`src/rtl/tx_frame_arbiter_pkg.sv`:
```
// aes_top_pack: stream types, arbiter state encoding and round-robin helper
// shared by the transmit frame arbiter and its output register slice.
package aes_top_pack;

    localparam int MAC_STREAM_WIDTH = 32;
    localparam int MAC_EMPTY_WIDTH  = $clog2(MAC_STREAM_WIDTH / 8);
    localparam int TX_ARB_NUM_SRC   = 2;

    typedef enum logic {
        ARB_IDLE,
        ARB_LOCKED
    } tx_arb_state_t;

    typedef struct packed {
        logic [MAC_STREAM_WIDTH-1:0] data;
        logic                        sop;
        logic                        eop;
        logic [MAC_EMPTY_WIDTH-1:0]  empty;
    } st_beat_t;

    // On a tie the source that did not win last time goes next.
    function automatic logic rr_pick(input logic req0, input logic req1, input logic last);
        return (req0 && req1) ? ~last : req1;
    endfunction

endpackage

```
`src/rtl/tx_frame_arbiter_skid.sv`:
```
// st_skid_buffer: generic 2-entry Avalon-ST register slice; out_* and
// in_ready_o are flop outputs so the sink's ready never reaches the source.
module st_skid_buffer #(
    parameter int W = 8
) (
    input  logic         clk,
    input  logic         rst_n,
    input  logic [W-1:0] in_data_i,
    input  logic         in_valid_i,
    output logic         in_ready_o,
    output logic [W-1:0] out_data_o,
    output logic         out_valid_o,
    input  logic         out_ready_i
);

    logic [W-1:0] main_q, main_d, skid_q, skid_d;
    logic         main_vld_q, main_vld_d, skid_vld_q, skid_vld_d;
    logic         pop, push;

    // The skid entry only fills when the output holds a beat the sink refused.
    always_comb begin
        pop        = !main_vld_q || out_ready_i;
        push       = in_valid_i && !skid_vld_q;
        main_vld_d = pop ? (skid_vld_q || push) : main_vld_q;
        main_d     = pop ? (skid_vld_q ? skid_q : in_data_i) : main_q;
        skid_vld_d = pop ? 1'b0 : (skid_vld_q || push);
        skid_d     = (!pop && push) ? in_data_i : skid_q;
    end

    always_ff @(posedge clk or negedge rst_n) begin
        if (!rst_n) begin
            main_q     <= '0;
            skid_q     <= '0;
            main_vld_q <= 1'b0;
            skid_vld_q <= 1'b0;
        end else begin
            main_q     <= main_d;
            skid_q     <= skid_d;
            main_vld_q <= main_vld_d;
            skid_vld_q <= skid_vld_d;
        end
    end

    assign in_ready_o  = !skid_vld_q;
    assign out_data_o  = main_q;
    assign out_valid_o = main_vld_q;

endmodule

```
`src/rtl/tx_frame_arbiter.sv`:
```
// tx_frame_arbiter: frame-atomic round-robin arbiter of two Avalon-ST sources.
// Define TX_ARB_OUT_REG_EN to register the output through a 2-entry skid buffer.
module tx_frame_arbiter
    import aes_top_pack::*;
#(
    parameter int DATA_WIDTH  = 32,
    parameter int EMPTY_WIDTH = 2
) (
    input  logic                   clk,
    input  logic                   rst_n,
    input  logic [DATA_WIDTH-1:0]  in0_data,
    input  logic                   in0_valid,
    input  logic                   in0_sop,
    input  logic                   in0_eop,
    input  logic [EMPTY_WIDTH-1:0] in0_empty,
    output logic                   in0_ready,
    input  logic [DATA_WIDTH-1:0]  in1_data,
    input  logic                   in1_valid,
    input  logic                   in1_sop,
    input  logic                   in1_eop,
    input  logic [EMPTY_WIDTH-1:0] in1_empty,
    output logic                   in1_ready,
    output logic [DATA_WIDTH-1:0]  out_data,
    output logic                   out_valid,
    output logic                   out_sop,
    output logic                   out_eop,
    output logic [EMPTY_WIDTH-1:0] out_empty,
    input  logic                   out_ready,
    output logic                   grant_id,
    output logic                   busy,
    output logic                   err_orphan
);

    localparam int BW = DATA_WIDTH + EMPTY_WIDTH + 2;

    tx_arb_state_t               state_q, state_d;
    logic                        last_q, last_d, grant_q, grant_d;
    logic [TX_ARB_NUM_SRC-1:0]   valid, sop, req, orphan;
    logic [BW-1:0]               beat [TX_ARB_NUM_SRC];
    logic [BW-1:0]               sel_beat, out_beat;
    logic                        idle, sel_valid, sel_ready, fire_eop;

    assign valid   = {in1_valid, in0_valid};
    assign sop     = {in1_sop, in0_sop};
    assign beat[0] = {in0_data, in0_sop, in0_eop, in0_empty};
    assign beat[1] = {in1_data, in1_sop, in1_eop, in1_empty};

    assign idle      = state_q == ARB_IDLE;
    assign req       = valid & sop;
    // Gated by rst_n so the discard path stays quiet while reset is held.
    assign orphan    = (idle && rst_n) ? (valid & ~sop) : '0;
    assign sel_beat  = beat[grant_q];
    assign sel_valid = !idle && valid[grant_q];
    assign fire_eop  = sel_valid && sel_ready && sel_beat[EMPTY_WIDTH];

    always_comb begin
        state_d = state_q;
        last_d  = last_q;
        grant_d = grant_q;
        if (idle) begin
            if (|req) begin
                state_d = ARB_LOCKED;
                grant_d = rr_pick(req[0], req[1], last_q);
            end
        end else if (fire_eop) begin
            state_d = ARB_IDLE;
            last_d  = grant_q;
        end
    end

    always_ff @(posedge clk or negedge rst_n) begin
        if (!rst_n) begin
            state_q <= ARB_IDLE;
            last_q  <= 1'b1;
            grant_q <= 1'b0;
        end else begin
            state_q <= state_d;
            last_q  <= last_d;
            grant_q <= grant_d;
        end
    end

`ifdef TX_ARB_OUT_REG_EN
    st_skid_buffer #(.W(BW)) u_skid (
        .clk         (clk),
        .rst_n       (rst_n),
        .in_data_i   (sel_beat),
        .in_valid_i  (sel_valid),
        .in_ready_o  (sel_ready),
        .out_data_o  (out_beat),
        .out_valid_o (out_valid),
        .out_ready_i (out_ready)
    );
`else
    assign out_beat  = sel_beat;
    assign out_valid = sel_valid;
    assign sel_ready = out_ready;
`endif

    assign {out_data, out_sop, out_eop, out_empty} = out_beat;

    assign in0_ready  = idle ? orphan[0] : (!grant_q && sel_ready);
    assign in1_ready  = idle ? orphan[1] : (grant_q && sel_ready);
    assign grant_id   = grant_q;
    assign busy       = !idle;
    assign err_orphan = |orphan;

endmodule

```
`config.mk`:
```
export PLATFORM = sky130hd
export DESIGN_NAME = tx_frame_arbiter
export DESIGN_NICKNAME = d
export VERILOG_FILES = /design/src/rtl/tx_frame_arbiter_pkg.sv /design/src/rtl/tx_frame_arbiter_skid.sv /design/src/rtl/tx_frame_arbiter.sv
export SDC_FILE = /design/constraint.sdc
export NUM_CORES = 1
export LEC_CHECK = 0
export ABC_AREA = 1
export BUFFER_PORTS_ARGS = -buffer_cell sky130_fd_sc_hd__buf_2
export CAP_MARGIN = 20
export CORE_MARGIN = 2
export CORE_UTILIZATION = 25
export CTS_CLUSTER_SIZE = 12
export DETAILED_ROUTE_END_ITERATION = 6
export PLACE_DENSITY = 0.85
export SYNTH_ARGS = -nofsm -noshare
export SYNTH_HDL_FRONTEND = slang
export SYNTH_SLANG_ARGS = --single-unit
export TNS_END_PERCENT = 1
```
`constraint.sdc`:
```
create_clock -name clk -period 1 [get_ports clk]
set_clock_uncertainty 0.1 [all_clocks]
set_input_delay 0.05 -clock clk [delete_from_list [all_inputs] [get_ports clk]]
set_output_delay 0.05 -clock clk [all_outputs]
set_load 0.05 [all_outputs]
```
==> results of run 1 <==
[worst max path at each step]
stage	endpoint	slack, ns	cells after the start
2_1_floorplan	busy$_DFF_PN0_	-0.52	7
3_3_place_gp	out_valid	-0.25	4
3_5_place_dp	busy$_DFF_PN0_	-0.27	7
4_1_cts	out_empty[1]	-0.41	5
5_1_grt	out_data[13]	-0.48	5
6_report	out_eop	-0.42	6
[area by class of cell]
| cell class | instances | area share, % |
|---|---|---|
| inverters | 10 | 2.389 |
| multi-input cells | 133 | 31.34 |
| clock buffers | 4 | 1.476 |
| well taps | 31 | 2.178 |
| flip-flops and latches | 3 | 4.427 |
| repair buffers | 133 | 58.19 |
[logic make-up after synthesis]
family | count (synthesis) | share of synthesized area (%)
AO/OA/AOI/OAI | 4 | 3.191
flip-flops | 3 | 10.82
AND/OR/NAND/NOR | 129 | 72.52
buffers and inverters | 18 | 13.48
[report_power, final]
part	total (mW)	internal, mW	switching (mW)
logic	6.24	2.30	3.94
registers	0.294	0.198	0.0962
clock network	0.210	0.149	0.0610
total	6.75	2.65	4.10
[state kept, by name, indices dropped and copies added (netlist names)]
name,count
busy,1
grant_id,1
last_q,1
[tightest hold or removal path, delay by kind of cell]
| family | cells | cell delay, ns |
|---|---|---|
| buffers and inverters | 1 | 0.11 |
| AND/OR/NAND/NOR | 1 | 0.08 |
| AO/OA/AOI/OAI | 1 | 0.07 |
[metal layers]
| metal | routed length (microns) | global-route usage [%] |
|---|---|---|
| met5 | 0 | 0 |
| met4 | 31 | 8.306 |
| met3 | 278 | 4.308 |
| met2 | 1855 | 38.10 |
| met1 | 1154 | 18.86 |
[cell usage in the layout, fill, tap and decap left out]
cell type,netlist,routed
sky130_fd_sc_hd__dlygate4sd3_1,0,2
sky130_fd_sc_hd__clkbuf_4,0,3
sky130_fd_sc_hd__nor2_2,1,1
sky130_fd_sc_hd__buf_12,0,2
sky130_fd_sc_hd__clkbuf_16,0,1
sky130_fd_sc_hd__inv_6,0,1
sky130_fd_sc_hd__o31ai_1,1,1
sky130_fd_sc_hd__buf_4,1,6
sky130_fd_sc_hd__nor2_1,3,2
sky130_fd_sc_hd__nor2_4,2,3
sky130_fd_sc_hd__nand2_2,3,5
sky130_fd_sc_hd__buf_8,0,2
sky130_fd_sc_hd__dfrtp_2,0,2
sky130_fd_sc_hd__buf_2,5,76
sky130_fd_sc_hd__clkbuf_1,0,1
sky130_fd_sc_hd__nand2_1,118,116
sky130_fd_sc_hd__o21ai_2,0,3
sky130_fd_sc_hd__nand3_1,2,2
sky130_fd_sc_hd__dfstp_2,1,1
sky130_fd_sc_hd__buf_6,2,44
sky130_fd_sc_hd__inv_1,9,9
[per-stage QoR]
step | setup TNS [ns] | cells | cell area, sq um
after floorplan | -19.16 | 154 | 724.4
after global placement | -8.070 | 306 | 1406
after detailed placement | -8.720 | 306 | 1406
after CTS | -16.20 | 312 | 1734
after global routing | -18.72 | 314 | 1780
final | -16.19 | 314 | 1780
[what timing repair did]
action / in CTS / in global routing
setup endpoints to repair: 45 / 45
setup buffers: 0 / 1
pin swaps: 2 / 2
gates cloned: 0 / 1
hold endpoints to repair: 4 / 0
hold buffers: 2 / 0
gates resized for setup: 89 / 4
==> out/qor.json, run 1 <==
{
  "run_status": {"value": "finished, violations left"},
  "failed_checks": {"value": "negative setup slack"},
  "final-hold-violation-count": {"value": 0},
  "r2r-end": {"value": "busy$_DFF_PN0_"},
  "timing_max_transition_violations_final": {"value": 0},
  "final_net_count": {"value": 361},
  "worstHoldEndpoint": {"value": "grant_id$_DFFE_PN0P_"},
  "fp.dieW": {"value": 57.13, "unit": "microns"},
  "area_delta_synth_final": {"value": 152.3, "unit": "%"},
  "rr_worst_depth": {"value": 8},
  "timing.critical_path.max_delay_family": {"value": "flip-flops"},
  "rsz_0062_raised_after_global_routing": {"value": "true"},
  "hpwlAfterDp": {"value": 2360, "unit": "microns"},
  "holdCritStartpoint": {"value": "in1_sop"},
  "synth.cell_area": {"value": 705.7, "unit": "sq um"},
  "synth.most_common_cell": {"value": "sky130_fd_sc_hd__nand2_1"},
  "final_critical_path_setup_slack": {"value": -0.4237, "unit": "ns"},
  "buffer_ports.inserted": {"value": 118},
  "tightestPinTransition": {"value": 0.1953, "unit": "ns"},
  "critical_path.endpoint_type": {"value": "output pin"},
  "power.static_leakage": {"value": 1.129, "unit": "nW"},
  "cts_root_buffer": {"value": "sky130_fd_sc_hd__clkbuf_4"},
  "crit_path_start_kind": {"value": "flip-flop"},
  "cts.htree.levels": {"value": 1},
  "detailroute.via_count": {"value": 1396},
  "syn_inst": {"value": 154},
  "first_global_vias": {"value": 1335},
  "timing.critical_path.slowest_stage_cell": {"value": "sky130_fd_sc_hd__dfrtp_2"},
  "drt_first_iter_violations": {"value": 104},
  "netlist_top_cells_area": {"value": "sky130_fd_sc_hd__nand2_1 (63%), sky130_fd_sc_hd__dfrtp_1 (7.1%), sky130_fd_sc_hd__inv_1 (4.8%)"},
  "tritoncts": {"value": "built"},
  "grt_first_pass_wirelength": {"value": 5119, "unit": "microns"},
  "global_route.overflow_total": {"value": 0},
  "crit_path_frequent_cell": {"value": "sky130_fd_sc_hd__nand2_2"},
  "postRouteWirelength": {"value": 3319, "unit": "microns"},
  "drc": {"value": 0},
  "largest_net_degree_at_the_start_of_global_routing": {"value": 18},
  "finalCritPeriodShare": {"value": 142.4, "unit": "%"},
  "tritonroute_pass_1_iters": {"value": 6},
  "floorplan.die_area": {"value": 0.003264, "unit": "sq mm"},
  "worst_setup_path_startpoint": {"value": "grant_id$_DFFE_PN0P_"},
  "r2r-start": {"value": "grant_id$_DFFE_PN0P_"},
  "dpl_worst_slack": {"value": -0.2719, "unit": "ns"},
  "worst-r2r-setup-slack": {"value": -0.28, "unit": "ns"},
  "synth.largest_area_cell": {"value": "sky130_fd_sc_hd__nand2_1"},
  "powerDensity": {"value": 3790, "unit": "mW/mm^2"},
  "postSynthRegisterBits": {"value": 3},
  "max-cap-violations": {"value": 0},
  "placeableCoreArea": {"value": 0.002710, "unit": "sq mm"},
  "fmaxAchievable": {"value": 0.7024, "unit": "GHz"},
  "crit_buf_inv": {"value": 4},
  "synth.distinct_cells": {"value": 15},
  "final_util": {"value": 65.70, "unit": "%"},
  "irDropWorstVdd": {"value": 2576, "unit": "uV"},
  "worst-path-max-fanout": {"value": 6},
  "hold_ws": {"value": 0.02273, "unit": "ns"},
  "per_cell_routed_wire_length": {"value": 10.57, "unit": "microns"},
  "start_util": {"value": 26.04, "unit": "%"},
  "synth_enable_flop_cells": {"value": 0},
  "multiInputGateArea": {"value": 558.0, "unit": "sq um"},
  "sequential_cell_area": {"value": 78.83, "unit": "sq um"},
  "final-setup-viol-count": {"value": 43},
  "cts_made_buffers": {"value": 3},
  "holdCritPathClass": {"value": "in -> reg"},
  "final_antenna_net_count": {"value": 0},
  "path_cells": {"value": "inv_6 -> buf_4 -> nand2_2 -> nand2_2 -> inv_1 -> buf_6"},
  "clk_pin_slew_worst_paths": {"value": 0.04, "unit": "ns"},
  "maximum_root_to_sink_buffer_count": {"value": 2},
  "grt_util_all_layers": {"value": 19.30, "unit": "%"},
  "asyncSetResetFlopFracSynth": {"value": 100.0, "unit": "%"},
  "cts_sinks": {"value": 3},
  "report.power.total": {"value": 6.747, "unit": "mW"},
  "layout-drive-gt1-share": {"value": 53.00, "unit": "%"},
  "critical-path-max-stage-delay": {"value": 0.47, "unit": "ns"},
  "clock_insertion_delay_worst_skew": {"value": 0.23, "unit": "ns"},
  "grt_antenna_before_repair": {"value": 0},
  "min_path_cells": {"value": 3},
  "chipHeight": {"value": 57.13, "unit": "microns"},
  "relSlewSlack": {"value": 86.98, "unit": "%"},
  "period_needed": {"value": 1.424, "unit": "ns"},
  "critPathArrivalTime": {"value": 1.27, "unit": "ns"},
  "worstPathRequired": {"value": 0.85, "unit": "ns"},
  "antenna-diode-count": {"value": 0},
  "vias_per_cell": {"value": 4.446},
  "filler_cell_count": {"value": 267},
  "most_used_flip_flop_cell_after_synthesis": {"value": "sky130_fd_sc_hd__dfrtp_1"},
  "postSynthNetCount": {"value": 231},
  "gp_congestion": {"value": 0.7965},
  "yosysWarnings": {"value": 0},
  "timing.setup.critical_path_class": {"value": "reg -> out"},
  "design.portCount": {"value": 119},
  "floorplan.rows": {"value": 19},
  "post-synth-top-area-fraction": {"value": 62.77, "unit": "%"},
  "post_synth.cell_area_avg": {"value": 4.582, "unit": "sq um"},
  "most_frequent_cells_after_synthesis": {"value": "sky130_fd_sc_hd__nand2_1 (118), sky130_fd_sc_hd__inv_1 (9), sky130_fd_sc_hd__buf_2 (5)"},
  "synth.yosys.seq_area_share": {"value": 10.82, "unit": "%"}
}
Power figures use the tool's default switching activity.
==> inputs of run 2 (changes only) <==
Settings changed: ABC_CLOCK_PERIOD_IN_PS set to 1000, PLACE_DENSITY 0.85 to unset, PLACE_DENSITY_LB_ADDON set to 0.3.
==> run 2 against run 1 <==
Effect of this change: the flow still finishes with violations (negative setup slack); combinational power barely moved; clock-buffer cell count did not move; worst setup slack improved by 0.028 ns; non-clock buffer count fell by 3; critical path type unchanged; critical endpoint is now out_data[30]; highest routed layer is now met3.
==> out/qor.json, run 2 (synthesized netlist as in run 1, its figures left out) <==
{
  "run_status": {"value": "finished, violations left", "change": "unchanged"},
  "failed_checks": {"value": "negative setup slack", "change": "unchanged"},
  "drc": {"value": 0, "change": "unchanged"},
  "crit_path_frequent_cell": {"value": "sky130_fd_sc_hd__nand2_1", "change": "was sky130_fd_sc_hd__nand2_2"},
  "crit_buf_inv": {"value": 3, "change": "was 4"},
  "gp_congestion": {"value": 0.7384, "change": "was 0.7965"},
  "max-cap-violations": {"value": 0, "change": "unchanged"},
  "final_util": {"value": 65.88, "unit": "%", "change": "was 65.70%"},
  "powerDensity": {"value": 3779, "unit": "mW/mm^2", "change": "was 3790 mW/mm^2"},
  "per_cell_routed_wire_length": {"value": 10.33, "unit": "microns", "change": "was 10.57 microns"},
  "critPathArrivalTime": {"value": 1.25, "unit": "ns", "change": "was 1.27 ns"},
  "first_global_vias": {"value": 1264, "change": "was 1335"},
  "grtUsageMet2": {"value": 38.75, "unit": "%", "change": "was 38.10%"},
  "hold_ws": {"value": 0.02730, "unit": "ns", "change": "was 0.02273 ns"},
  "layout-drive-gt1-share": {"value": 58.21, "unit": "%", "change": "was 53.00%"},
  "tightestPinTransition": {"value": 0.1983, "unit": "ns", "change": "was 0.1953 ns"},
  "finalCritPeriodShare": {"value": 139.6, "unit": "%", "change": "was 142.4%"},
  "r2r-start": {"value": "grant_id$_DFFE_PN0P_", "change": "unchanged"},
  "grt_met3_usage": {"value": 2.948, "unit": "%", "change": "was 4.308%"},
  "clk_pin_slew_worst_paths": {"value": 0.04, "unit": "ns", "change": "about the same"},
  "design.portCount": {"value": 119, "change": "unchanged"},
  "worst_setup_path_startpoint": {"value": "grant_id$_DFFE_PN0P_", "change": "unchanged"},
  "drt_first_iter_violations": {"value": 72, "change": "was 104"},
  "global_route.overflow_total": {"value": 0, "change": "unchanged"},
  "period_needed": {"value": 1.396, "unit": "ns", "change": "was 1.424 ns"},
  "grt_first_pass_wirelength": {"value": 4850, "unit": "microns", "change": "was 5119 microns"},
  "relSlewSlack": {"value": 86.70, "unit": "%", "change": "was 86.98%"},
  "critical_path.endpoint_type": {"value": "output pin", "change": "unchanged"},
  "worstPathRequired": {"value": 0.85, "unit": "ns", "change": "about the same"},
  "final_antenna_net_count": {"value": 0, "change": "unchanged"},
  "worst-path-max-fanout": {"value": 24, "change": "was 6"},
  "area_delta_synth_final": {"value": 153.0, "unit": "%", "change": "was 152.3%"},
  "holdCritStartpoint": {"value": "in1_valid", "change": "was in1_sop"},
  "postRouteWirelength": {"value": 3214, "unit": "microns", "change": "was 3319 microns"},
  "clock_insertion_delay_worst_skew": {"value": 0.23, "unit": "ns", "change": "about the same"},
  "final-hold-violation-count": {"value": 0, "change": "unchanged"},
  "tritonroute_pass_1_iters": {"value": 4, "change": "was 6"},
  "buffer_ports.inserted": {"value": 118, "change": "unchanged"},
  "critical-path-max-stage-delay": {"value": 0.45, "unit": "ns", "change": "was 0.47 ns"},
  "final_critical_path_setup_slack": {"value": -0.3961, "unit": "ns", "change": "was -0.4237 ns"},
  "gr_busiest_metal": {"value": "met2", "change": "unchanged"},
  "antenna-diode-count": {"value": 0, "change": "unchanged"},
  "largest_net_degree_at_the_start_of_global_routing": {"value": 25, "change": "was 18"},
  "post_cts_buffers": {"value": 0, "change": "unchanged"},
  "detailroute.via_count": {"value": 1343, "change": "was 1396"},
  "power.static_leakage": {"value": 1.118, "unit": "nW", "change": "was 1.129 nW"},
  "irDropWorstVdd": {"value": 2702, "unit": "uV", "change": "was 2576 uV"},
  "start_util": {"value": 26.04, "unit": "%", "change": "unchanged"},
  "final_net_count": {"value": 358, "change": "was 361"},
  "cts.htree.levels": {"value": 1, "change": "unchanged"},
  "chipHeight": {"value": 57.13, "unit": "microns", "change": "unchanged"},
  "timing.critical_path.max_delay_family": {"value": "flip-flops", "change": "unchanged"},
  "cts_sinks": {"value": 3, "change": "unchanged"},
  "timing.critical_path.slowest_stage_cell": {"value": "sky130_fd_sc_hd__dfrtp_2", "change": "unchanged"},
  "rsz_0062_raised_after_global_routing": {"value": "true", "change": "unchanged"},
  "hpwlAfterDp": {"value": 2281, "unit": "microns", "change": "was 2360 microns"},
  "vias_per_cell": {"value": 4.318, "change": "was 4.446"},
  "maximum_root_to_sink_buffer_count": {"value": 2, "change": "unchanged"},
  "grt_util_all_layers": {"value": 17.73, "unit": "%", "change": "was 19.30%"},
  "final_cell_mix": {"value": "sky130_fd_sc_hd__nand2_1 (102), sky130_fd_sc_hd__buf_2 (76), sky130_fd_sc_hd__buf_6 (44), sky130_fd_sc_hd__nand2_2 (18), sky130_fd_sc_hd__inv_1 (9)", "change": "was sky130_fd_sc_hd__nand2_1 (116), sky130_fd_sc_hd__buf_2 (76), sky130_fd_sc_hd__buf_6 (44), sky130_fd_sc_hd__inv_1 (9), sky130_fd_sc_hd__buf_4 (6)"},
  "fmaxAchievable": {"value": 0.7163, "unit": "GHz", "change": "was 0.7024 GHz"},
  "timing.setup.critical_path_class": {"value": "reg -> out", "change": "unchanged"},
  "timing_max_transition_violations_final": {"value": 0, "change": "unchanged"},
  "final-setup-viol-count": {"value": 45, "change": "was 43"},
  "fp.dieW": {"value": 57.13, "unit": "microns", "change": "unchanged"},
  "floorplan.rows": {"value": 19, "change": "unchanged"},
  "floorplan.die_area": {"value": 0.003264, "unit": "sq mm", "change": "unchanged"},
  "placeableCoreArea": {"value": 0.002710, "unit": "sq mm", "change": "unchanged"},
  "crit_path_start_kind": {"value": "flip-flop", "change": "unchanged"},
  "cts_root_buffer": {"value": "sky130_fd_sc_hd__clkbuf_4", "change": "unchanged"},
  "use_met1": {"value": 17.13, "unit": "%", "change": "was 18.86%"},
  "grt_antenna_before_repair": {"value": 0, "change": "unchanged"},
  "tritoncts": {"value": "built", "change": "unchanged"},
  "holdCritPathClass": {"value": "in -> reg", "change": "unchanged"},
  "cts_made_buffers": {"value": 3, "change": "unchanged"},
  "path_cells": {"value": "inv_4 -> buf_12 -> nand2_1 -> nand2_1 -> buf_6", "change": "was inv_6 -> buf_4 -> nand2_2 -> nand2_2 -> inv_1 -> buf_6"},
  "mostFrequentLayoutCell": {"value": "sky130_fd_sc_hd__nand2_1", "change": "unchanged"}
}
run 2: cell types whose count changed in the layout (fill, tap and decap cells not counted), sizes merged:
| cell | before | now |
|---|---|---|
| clkbuf | 5 | 4 |
| buf | 130 | 129 |
| dlygate4sd3 | 2 | 1 |
run 2: through the flow:
step           worst slack, ns  instance area [sq um]  TNS (ns)  power, mW  cells
2_1_floorplan          -0.5153                  724.4    -19.16      4.019    154
3_3_place_gp           -0.2315                   1431    -7.266      5.353    306
3_5_place_dp           -0.2643                   1431    -8.292      5.373    306
4_1_cts                -0.3977                   1755    -15.89      6.672    311
5_1_grt                -0.4654                   1785    -18.10      7.078    311
6_report               -0.3961                   1785    -15.43      6.748    311
run 2: area by class of cell:
type	count	area (sq um)
Clock buffer	4	26.28
Fill cell	237	924.6
Inverter	10	40.04
Multi-Input combinational cell	133	598.1
Sequential cell	3	78.83
Tap cell	31	38.79
Timing Repair Buffer	130	1003
run 2: worst paths after layout:
path	end	slack (ns)	cells past startpoint
worst max-delay path	out_data[30]	-0.40	5
worst min-delay path	grant_id$_DFFE_PN0P_	0.03	3
worst max register to register	busy$_DFF_PN0_	-0.22	7
worst min register to register	last_q$_DFFE_PN1P_	0.37	2
max in group asynchronous	last_q$_DFFE_PN1P_	0.47	3
min in group asynchronous	grant_id$_DFFE_PN0P_	0.14	3
run 2: report_power, final:
part           switching [mW]  internal, mW  total (mW)
clock                  0.0638         0.150       0.213
sequential             0.0794         0.198       0.278
combinational            3.98          2.28        6.26
total                    4.12          2.63        6.75
run 2: worst min-delay path, cell delays in order:
cell and delay, ns:
sky130_fd_sc_hd__buf_2 0.11, sky130_fd_sc_hd__nand2_1 0.09, sky130_fd_sc_hd__o31ai_2 0.07
run 2: metal layers:
| layer | vias up | wire length [microns] |
|---|---|---|
| li1 | 705 | - |
| met1 | 573 | 1053 |
| met2 | 65 | 1897 |
| met3 | 0 | 262 |
| met4 | 0 | 0 |
| met5 | - | 0 |
run 2: timing repair:
item | CTS | global route
hold buffers | 1 | 0
endpoints found under the hold margin | 3 | 0
resized for setup | 92 | 11
setup endpoints to repair | 45 | 45
pin swaps | 5 | 7
cloned | 0 | 0
==> inputs of run 3 (changes only) <==
Settings changed: CORE_MARGIN 2 to 4, SETUP_SLACK_MARGIN set to 0.5.
==> run 3 against run 2 <==
Effect of this change: the run ends with negative hold slack, negative setup slack left; die area grew 14%; critical path depth is the same; cell count grew 0.96%; register-to-register slack lost 0.15 ns; via count grew 1.7%; non-clock buffer count grew 3.
==> out/qor.json, run 3 (synthesized netlist as in run 1, its figures left out) <==
{
  "final_net_count": {"value": 361, "change": "was 358"},
  "antenna-diode-count": {"value": 0, "change": "unchanged"},
  "placeableCoreArea": {"value": 0.002734, "unit": "sq mm", "change": "was 0.002710 sq mm"},
  "grt_antenna_before_repair": {"value": 0, "change": "unchanged"},
  "chipHeight": {"value": 61.13, "unit": "microns", "change": "was 57.13 microns"},
  "gr_busiest_metal": {"value": "met2", "change": "unchanged"},
  "failed_checks": {"value": "negative hold slack, negative setup slack", "change": "was negative setup slack"},
  "run_status": {"value": "finished, violations left", "change": "unchanged"},
  "cts_sinks": {"value": 3, "change": "unchanged"},
  "gp_congestion": {"value": 0.7420, "change": "was 0.7384"},
  "worst-path-max-fanout": {"value": 19, "change": "was 24"},
  "critical_path.endpoint_type": {"value": "output pin", "change": "unchanged"},
  "power.static_leakage": {"value": 1.136, "unit": "nW", "change": "was 1.118 nW"},
  "drc": {"value": 0, "change": "unchanged"},
  "final_antenna_net_count": {"value": 0, "change": "unchanged"},
  "dpl_worst_slack": {"value": -0.2364, "unit": "ns", "change": "was -0.2643 ns"},
  "postRouteWirelength": {"value": 3527, "unit": "microns", "change": "was 3214 microns"},
  "final_util": {"value": 66.00, "unit": "%", "change": "was 65.88%"},
  "global_route.overflow_total": {"value": 0, "change": "unchanged"},
  "grt_met3_usage": {"value": 1.887, "unit": "%", "change": "was 2.948%"},
  "largest_net_degree_at_the_start_of_global_routing": {"value": 20, "change": "was 25"},
  "hpwlAfterDp": {"value": 2597, "unit": "microns", "change": "was 2281 microns"},
  "timing.setup.critical_path_class": {"value": "reg -> out", "change": "unchanged"},
  "grt_util_all_layers": {"value": 16.30, "unit": "%", "change": "was 17.73%"},
  "worstPathRequired": {"value": 0.85, "unit": "ns", "change": "about the same"},
  "tritonroute_pass_1_iters": {"value": 6, "change": "was 4"},
  "fp.dieW": {"value": 61.13, "unit": "microns", "change": "was 57.13 microns"},
  "grtUsageMet2": {"value": 32.18, "unit": "%", "change": "was 38.75%"},
  "holdCritPathClass": {"value": "in -> async", "change": "was in -> reg"},
  "tightestPinTransition": {"value": 0.2104, "unit": "ns", "change": "was 0.1983 ns"},
  "area_delta_synth_final": {"value": 155.7, "unit": "%", "change": "was 153.0%"},
  "final_cell_mix": {"value": "sky130_fd_sc_hd__nand2_1 (110), sky130_fd_sc_hd__buf_2 (76), sky130_fd_sc_hd__buf_6 (45), sky130_fd_sc_hd__nand2_2 (11), sky130_fd_sc_hd__inv_1 (9)", "change": "was sky130_fd_sc_hd__nand2_1 (102), sky130_fd_sc_hd__buf_2 (76), sky130_fd_sc_hd__buf_6 (44), sky130_fd_sc_hd__nand2_2 (18), sky130_fd_sc_hd__inv_1 (9)"},
  "cts_root_buffer": {"value": "sky130_fd_sc_hd__clkbuf_4", "change": "unchanged"},
  "first_global_vias": {"value": 1209, "change": "was 1264"},
  "use_met1": {"value": 18.02, "unit": "%", "change": "was 17.13%"},
  "grt_first_pass_wirelength": {"value": 4830, "unit": "microns", "change": "was 4850 microns"},
  "critPathArrivalTime": {"value": 1.26, "unit": "ns", "change": "was 1.25 ns"},
  "mostFrequentLayoutCell": {"value": "sky130_fd_sc_hd__nand2_1", "change": "unchanged"},
  "final_critical_path_setup_slack": {"value": -0.4138, "unit": "ns", "change": "was -0.3961 ns"},
  "tritoncts": {"value": "built", "change": "unchanged"},
  "detailroute.via_count": {"value": 1366, "change": "was 1343"},
  "timing_max_transition_violations_final": {"value": 0, "change": "unchanged"},
  "final-hold-violation-count": {"value": 3, "change": "was 0"},
  "layout-drive-gt1-share": {"value": 56.18, "unit": "%", "change": "was 58.21%"},
  "finalCritPeriodShare": {"value": 141.4, "unit": "%", "change": "was 139.6%"},
  "relSlewSlack": {"value": 85.86, "unit": "%", "change": "was 86.70%"},
  "cts_made_buffers": {"value": 3, "change": "unchanged"},
  "period_needed": {"value": 1.414, "unit": "ns", "change": "was 1.396 ns"},
  "vias_per_cell": {"value": 4.350, "change": "was 4.318"},
  "post-route-cell-area": {"value": 0.001804, "unit": "sq mm", "change": "was 0.001785 sq mm"},
  "placed_area": {"value": 0.001391, "unit": "sq mm", "change": "was 0.001431 sq mm"},
  "design.portCount": {"value": 119, "change": "unchanged"},
  "clk_pin_slew_worst_paths": {"value": 0.04, "unit": "ns", "change": "about the same"},
  "maximum_root_to_sink_buffer_count": {"value": 2, "change": "unchanged"},
  "hold_ws": {"value": -0.3880, "unit": "ns", "change": "was 0.02730 ns"},
  "floorplan.rows": {"value": 19, "change": "unchanged"},
  "start_util": {"value": 25.81, "unit": "%", "change": "was 26.04%"},
  "fmaxAchievable": {"value": 0.7073, "unit": "GHz", "change": "was 0.7163 GHz"},
  "rsz_0062_raised_after_global_routing": {"value": "true", "change": "unchanged"},
  "drt_first_iter_violations": {"value": 59, "change": "was 72"},
  "clock_insertion_delay_worst_skew": {"value": 0.23, "unit": "ns", "change": "about the same"},
  "final-setup-viol-count": {"value": 45, "change": "unchanged"},
  "floorplan.die_area": {"value": 0.003737, "unit": "sq mm", "change": "was 0.003264 sq mm"},
  "irDropWorstVdd": {"value": 2815, "unit": "uV", "change": "was 2702 uV"},
  "per_cell_routed_wire_length": {"value": 11.23, "unit": "microns", "change": "was 10.33 microns"},
  "max-cap-violations": {"value": 0, "change": "unchanged"},
  "powerDensity": {"value": 3828, "unit": "mW/mm^2", "change": "was 3779 mW/mm^2"},
  "cts.htree.levels": {"value": 1, "change": "unchanged"},
  "crit_path_start_kind": {"value": "flip-flop", "change": "unchanged"},
  "buffer_ports.inserted": {"value": 118, "change": "unchanged"}
}
## run 3: cell types whose count changed in the layout (fill, tap and decap cells not counted), sizes merged
cell / before / now
buf: 129 / 133
dlygate4sd3: 1 / 0
## run 3: what timing repair did
action                     4_1_cts  5_1_grt
setup endpoints to repair       45       45
setup buffers                    5        0
hold endpoints to repair         3        3
pin swaps                        4        8
cloned                           1        0
gates resized for setup         96        6
## run 3: cell type report
class | instances | area, sq um
well taps | 31 | 38.79
inverters | 10 | 40.04
fillers | 250 | 929.6
multi-input cells | 133 | 578.1
flip-flops and latches | 3 | 78.83
repair buffers | 133 | 1042
clock buffers | 4 | 26.28
## run 3: routing by layer
layer  wire length (microns)  vias up
li1                        -      709
met1                    1209      583
met2                    1897       72
met3                     406        2
met4                      14        0
met5                       0        -
## run 3: worst max-delay path, cell delays in order, from the launching register on
cell	delay (ns)
sky130_fd_sc_hd__dfrtp_2	0.45
sky130_fd_sc_hd__buf_6	0.14
sky130_fd_sc_hd__buf_12	0.14
sky130_fd_sc_hd__nand2_1	0.08
sky130_fd_sc_hd__nand2_2	0.06
sky130_fd_sc_hd__buf_6	0.15
## run 3: worst paths after layout
path,startpoint,end,slack (ns),depth (start not counted)
max in group asynchronous,rst_n,last_q$_DFFE_PN1P_,1.00,2
worst min-delay path,rst_n,grant_id$_DFFE_PN0P_,-0.39,2
worst min register to register,last_q$_DFFE_PN1P_,last_q$_DFFE_PN1P_,0.36,2
min in group clk,in1_valid,grant_id$_DFFE_PN0P_,0.01,3
worst max register to register,grant_id$_DFFE_PN0P_,busy$_DFF_PN0_,-0.37,9
worst max-delay path,grant_id$_DFFE_PN0P_,out_data[6],-0.41,5
## run 3: report_power, final
group / leakage, nW / total, mW / switching [mW] / internal (mW)
Clock: 0.0150 / 0.219 / 0.0686 / 0.150
Combinational: 1.09 / 6.40 / 4.00 / 2.40
Sequential: 0.0316 / 0.285 / 0.0862 / 0.198
## run 3: per-stage QoR
stage               total power [mW]  cells  setup TNS (ns)
floorplan                      4.019    154          -19.16
global placement               5.205    304          -8.402
CTS                            6.853    314          -16.65
global route                   7.257    314          -18.72
detailed placement             5.211    304          -8.828
finish                         6.906    314          -16.39
